===== src/rtl/melody_sequencer.sv =====
// Programmable square-wave melody player: steps through a RAM note table (half-period, duration),
// with rests, an inter-note gap, one-shot or looped playback, and start/stop control.
module melody_sequencer #(
   parameter int NUM_NOTES = 32,
   parameter int HP_W      = 20,
   parameter int DUR_W     = 12,
   parameter int TICK_DIV  = 50000,
   parameter int GAP_TICKS = 10,
   localparam int AW       = $clog2(NUM_NOTES)
) (
   input  logic             clk,
   input  logic             reset,
   input  logic             wr_en,
   input  logic [AW-1:0]    wr_addr,
   input  logic [HP_W-1:0]  wr_half_per,
   input  logic [DUR_W-1:0] wr_dur,
   input  logic             start,
   input  logic             stop,
   input  logic             loop_mode,
   output logic             sound,
   output logic             busy,
   output logic             done,
   output logic [AW-1:0]    note_idx
);

   localparam int TW      = $clog2(TICK_DIV);
   localparam int GAP_CYC = GAP_TICKS * TICK_DIV;
   localparam int GW      = (GAP_CYC > 1) ? $clog2(GAP_CYC) : 1;

   localparam logic [TW-1:0] TICK_LAST = TW'(TICK_DIV - 1);
   localparam logic [GW-1:0] GAP_LAST  = GW'(GAP_CYC - 1);
   localparam logic [AW-1:0] IDX_LAST  = AW'(NUM_NOTES - 1);

   typedef enum logic [2:0] {IDLE, LOAD, PLAY, GAP, DONE} state_t;

   state_t           state;
   logic [HP_W-1:0]  hp;
   logic [DUR_W-1:0] rem;
   logic [HP_W-1:0]  tone_cnt;
   logic [TW-1:0]    tick_cnt;
   logic [GW-1:0]    gap_cnt;
   logic             loop_lat;

   logic [HP_W-1:0]  hp_tbl  [NUM_NOTES];
   logic [DUR_W-1:0] dur_tbl [NUM_NOTES];

   logic             adv_done;
   logic [AW-1:0]    adv_idx;

   always_ff @(posedge clk) begin
      if (wr_en) begin
         hp_tbl[wr_addr]  <= wr_half_per;
         dur_tbl[wr_addr] <= wr_dur;
      end
   end

   // The last table slot acts as an implicit end-of-song once its note and gap finish.
   always_comb begin
      adv_done = (note_idx == IDX_LAST) && !loop_lat;
      adv_idx  = (note_idx == IDX_LAST) ? '0 : note_idx + AW'(1);
   end

   always_ff @(posedge clk or posedge reset) begin
      if (reset) begin
         state    <= IDLE;
         hp       <= '0;
         rem      <= '0;
         tone_cnt <= '0;
         tick_cnt <= '0;
         gap_cnt  <= '0;
         loop_lat <= 1'b0;
         sound    <= 1'b0;
         busy     <= 1'b0;
         done     <= 1'b0;
         note_idx <= '0;
      end else if (stop && state != IDLE) begin
         state <= IDLE;
         sound <= 1'b0;
         busy  <= 1'b0;
         done  <= 1'b0;
      end else begin
         case (state)
            IDLE: begin
               done <= 1'b0;
               if (start && !stop) begin
                  state    <= LOAD;
                  note_idx <= '0;
                  busy     <= 1'b1;
               end
            end
            LOAD: begin
               hp       <= hp_tbl[note_idx];
               rem      <= dur_tbl[note_idx];
               tone_cnt <= '0;
               tick_cnt <= '0;
               gap_cnt  <= '0;
               sound    <= 1'b0;
               loop_lat <= loop_mode;
               if (dur_tbl[note_idx] == '0) begin
                  // An end marker in slot 0 would loop forever without playing anything.
                  if (loop_mode && note_idx != '0) begin
                     note_idx <= '0;
                  end else begin
                     state <= DONE;
                     done  <= 1'b1;
                  end
               end else begin
                  state <= PLAY;
               end
            end
            PLAY: begin
               if (tick_cnt == TICK_LAST) begin
                  tick_cnt <= '0;
                  rem      <= rem - DUR_W'(1);
               end else begin
                  tick_cnt <= tick_cnt + TW'(1);
               end
               if (hp != '0) begin
                  if (tone_cnt == hp - HP_W'(1)) begin
                     sound    <= ~sound;
                     tone_cnt <= '0;
                  end else begin
                     tone_cnt <= tone_cnt + HP_W'(1);
                  end
               end
               if (tick_cnt == TICK_LAST && rem == DUR_W'(1)) begin
                  sound   <= 1'b0;
                  gap_cnt <= '0;
                  if (GAP_CYC > 0) begin
                     state <= GAP;
                  end else begin
                     state    <= adv_done ? DONE : LOAD;
                     done     <= adv_done;
                     note_idx <= adv_done ? note_idx : adv_idx;
                  end
               end
            end
            GAP: begin
               if (gap_cnt == GAP_LAST) begin
                  state    <= adv_done ? DONE : LOAD;
                  done     <= adv_done;
                  note_idx <= adv_done ? note_idx : adv_idx;
               end else begin
                  gap_cnt <= gap_cnt + GW'(1);
               end
            end
            DONE: begin
               done  <= 1'b0;
               busy  <= 1'b0;
               sound <= 1'b0;
               state <= IDLE;
            end
            default: state <= IDLE;
         endcase
      end
   end

endmodule

===== config.mk =====
export PLATFORM = sky130hd
export DESIGN_NAME = melody_sequencer
export DESIGN_NICKNAME = d
export VERILOG_FILES = /design/src/rtl/melody_sequencer.sv
export SDC_FILE = /design/constraint.sdc
export NUM_CORES = 1
export LEC_CHECK = 0
export CORE_MARGIN = 2
export CORE_UTILIZATION = 50
export CTS_CLUSTER_SIZE = 12
export DETAILED_ROUTE_END_ITERATION = 8
export HOLD_SLACK_MARGIN = 0.06
export PLACE_DENSITY_LB_ADDON = 0.08
export SYNTH_ARGS = -nofsm -noshare
export SYNTH_HDL_FRONTEND = slang
export SYNTH_SLANG_ARGS = --single-unit

===== constraint.sdc =====
create_clock -name clk -period 5.1 [get_ports clk]
set_input_delay 0.765 -clock clk [delete_from_list [all_inputs] [get_ports clk]]
set_output_delay 0.765 -clock clk [all_outputs]
set_load 0.01 [all_outputs]

==> results.json, run 1 <==
{
  "sequentialPowerShare": 0.543,
  "pre_cts_slack_ps": 662,
  "grt_start_max_net_pins": 115,
  "synth_nets": 2368,
  "core_um2": 88600,
  "r2r_setup_slack_ps": 650,
  "instances_no_fill": 3676,
  "rr_worst_depth": 8,
  "synth_cells": 2316,
  "hold_viol_final": 0,
  "cts_tree": "done",
  "cp.arrival_ps": 5030,
  "slowest_delay_ps": 710,
  "netlist-cell-type-count": 75,
  "fp.dieW_um": 304,
  "routedWlPerCell_um": 30.9,
  "dp_cells": 3480,
  "viasPerCell": 6.36,
  "yosysTopAreaCell": "edfxtp_1",
  "diodes": 0,
  "hpwlAfterDp_mm": 65.7,
  "fp.dieH_um": 304,
  "yosys-top-cells-area": "edfxtp_1 (69%), mux4_2 (14%), dfrtp_1 (5.5%), mux2i_1 (1.7%), nor2_1 (0.97%)",
  "fmax_mhz": 225,
  "cp_top_family": "simple AND/OR/NAND/NOR gates",
  "worst_hold_path_type": "reg2reg",
  "cts_buffer_depth": 3,
  "cts_root_buffer": "clkbuf_16",
  "ir_drop_mv": 0.285,
  "cts_resized": 0,
  "postRouteAntennaNets": 0,
  "drv_cap": 0,
  "overflow": 0,
  "grt_pass1_vias": 23551,
  "antenna_found_initial": 3,
  "cts_buffers": 115,
  "min_to": "tick_cnt[11]",
  "yosys-top-cells-count": "edfxtp_1 (1,024), mux4_2 (272), nor2_1 (116), dfrtp_1 (99), nand2_1 (98)",
  "crit_chain": "or4_4, or4_1, nor4_1, a21o_1, nor2_1, and3_1, o21ai_0, nand2_1",
  "path_clk_slew_ps": 60,
  "cp_num_buf_inv": 0,
  "cts_sinks": 1123,
  "ios": 51,
  "synth.ff_latch_count": 1123,
  "finalPower_mw": 19.5,
  "combPwrFrac": 0.058,
  "yosysMostFrequentCell": "edfxtp_1",
  "power_density_nw_per_um2": 383,
  "crit_type": "reg2reg",
  "reg2reg_to": "tone_cnt[17]",
  "synth_edf_count": 1024,
  "r2r-start": "hp[7]",
  "seq_area_frac_synth": 0.740,
  "syn_avg_cell_area_um2": 19.4,
  "fp-row-count": 109,
  "grt_usage": 0.253,
  "rsz0062_at_grt": "no",
  "area_delta_synth_final_pct": 13.3,
  "cts-htree-levels": 3,
  "dr.pass1.iters": 5,
  "clkPwrFrac": 0.399,
  "sw_frac_of_total": 0.224,
  "place_congestion": 0.853,
  "dieArea_um2": 92200,
  "holdPathStages": 1,
  "crit_start": "hp[7]",
  "postCtsHoldBufs": 0,
  "start_util": 0.506,
  "cp_max_fo": 21,
  "totalWireLength_mm": 114,
  "num_vias": 23362,
  "drv_slew": 0,
  "drc_errors": 0,
  "grt_pass1_wl_mm": 166,
  "p_int_mw": 15.1,
  "crit_slowest_cell": "nor4_1",
  "async_flop_share": 0.0882,
  "synth_top_area_frac": 0.685,
  "synth_flop_cell": "edfxtp_1",
  "n_fill_cell": 6546,
  "portBuffers": 50,
  "synthesis.area_um2": 44900,
  "fin_skew_ps": 26.3,
  "power.static_leakage_nw": 16.0,
  "cp-start-kind": "flip-flop",
  "final_nets": 2484,
  "p_sw_mw": 4.36,
  "setup_tns_ps": 0,
  "synth-warning-count": 0,
  "fin_crit_ps": 4450,
  "setup_viol": 0,
  "finalCritPeriodShare": 0.872,
  "slew_headroom": 0.103,
  "status": "finished clean",
  "cts_setup_buffers": 0,
  "worstMarginPinSlew_ps": 1340,
  "required_ps": 5680,
  "dr.first_iter.drc_count": 2854,
  "insertion_delay_ps": 710,
  "layout-drive-gt1-share": 0.219,
  "worst_setup_path_end_kind": "flip-flop",
  "layout_setup_ws_ps": 653,
  "min_from": "tick_cnt[11]"
}
-- kinds of logic after synthesis --
| kind of cell | synth area share |
|---|---|
| xor gates and xnor gates | 0.00839 |
| AOI/OAI and AO/OA | 0.0332 |
| DFF | 0.740 |
| adders and majority gates | 0.00273 |
| and+or+nand+nor | 0.0458 |
| muxes | 0.156 |
| buffers and inverters | 0.0132 |
-- through the flow --
stage / area, um2 / hold WS, ps / utilization
6_report: 50900 / 530 / 0.574
4_1_cts: 50900 / 528 / 0.574
2_1_floorplan: 44900 / 472 / -
5_1_grt: 50900 / 555 / 0.574
3_3_place_gp: 47500 / 486 / 0.535
3_5_place_dp: 47500 / 517 / 0.535
-- power by group through the flow --
stage | Sequential, mW | Combinational (mW) | Clock (mW)
floorplan | 10.6 | 0.773 | 0
global placement | 10.7 | 1.12 | 0
finish | 10.6 | 1.13 | 7.77
global route | 10.6 | 1.25 | 8.28
CTS | 10.6 | 1.15 | 7.91
detailed placement | 10.8 | 1.14 | 0
-- cell type report --
cell class | instances | area, um2 | area share
sequential | 1123 | 33200 | 0.654
multi-input combinational | 1052 | 11300 | 0.222
clock buffer | 150 | 3030 | 0.0596
tap | 1165 | 1460 | 0.0287
timing repair buffer | 121 | 1370 | 0.0270
clock inverter | 46 | 380 | 0.00748
inverter | 19 | 73.8 | 0.00145
-- how the worst max path moves through the flow --
stage	endpoint	slack (ps)	depth (start not counted)
2_1_floorplan	note_idx[2]	1520	14
3_3_place_gp	tone_cnt[3]	810	7
3_5_place_dp	tone_cnt[17]	660	8
4_1_cts	tone_cnt[17]	680	8
5_1_grt	tone_cnt[17]	420	8
6_report	tone_cnt[17]	650	8
-- placed cells by master (no fill, tap or decap), types with 8 or more instances in the layout --
cell / n
inv_1: 16
nand3b_1: 8
nand3_1: 49
nand2_1: 98
mux2i_1: 76
xnor2_1: 22
mux2_2: 11
a31oi_1: 15
nand4_1: 28
a21oi_1: 46
clkdlybuf4s50_1: 50
a22oi_1: 16
buf_4: 44
xor2_1: 21
nor2_4: 33
buf_12: 27
clkbuf_16: 116
or3_1: 11
ha_1: 9
dfrtp_1: 95
clkinv_2: 10
nor2_1: 82
o22a_1: 9
nor3_1: 29
o21ai_0: 54
clkbuf_1: 34
edfxtp_1: 1024
o221ai_1: 10
clkinv_1: 25
and3_1: 21
nor4_1: 15
mux4_2: 272
a22o_1: 14
-- worst register-to-register path: stages (launching register included) --
cell and delay, ps:
dfrtp_1 630, or4_4 680, or4_1 590, nor4_1 710, a21o_1 680, nor2_1 470
and3_1 320, o21ai_0 180, nand2_1 70
-- state kept, by name, summed over array words and instances, names as in the netlist --
| signal | flops |
|---|---|
| done | 1 |
| busy | 1 |
| sound | 1 |
| hp | 20 |
| state | 3 |
| hp_tbl | 640 |
| dur_tbl | 384 |
| gap_cnt | 19 |
| tick_cnt | 16 |
| rem | 12 |
| note_idx | 5 |
| loop_lat | 1 |
| tone_cnt | 20 |
-- routing by layer --
layer	global-route usage	wire, um
met1	0.382	49400
met2	0.397	54300
met3	0.0379	8070
met4	0.0571	1820
met5	0	13
Note: power is estimated with default switching activity, not from simulation.
==> run 2: changes to the inputs <==
ABC_CLOCK_PERIOD_IN_PS = 5100   (was default)
==> results of run 2 <==
Same layout as run 1: the final DEF is identical, and so are final timing and power.
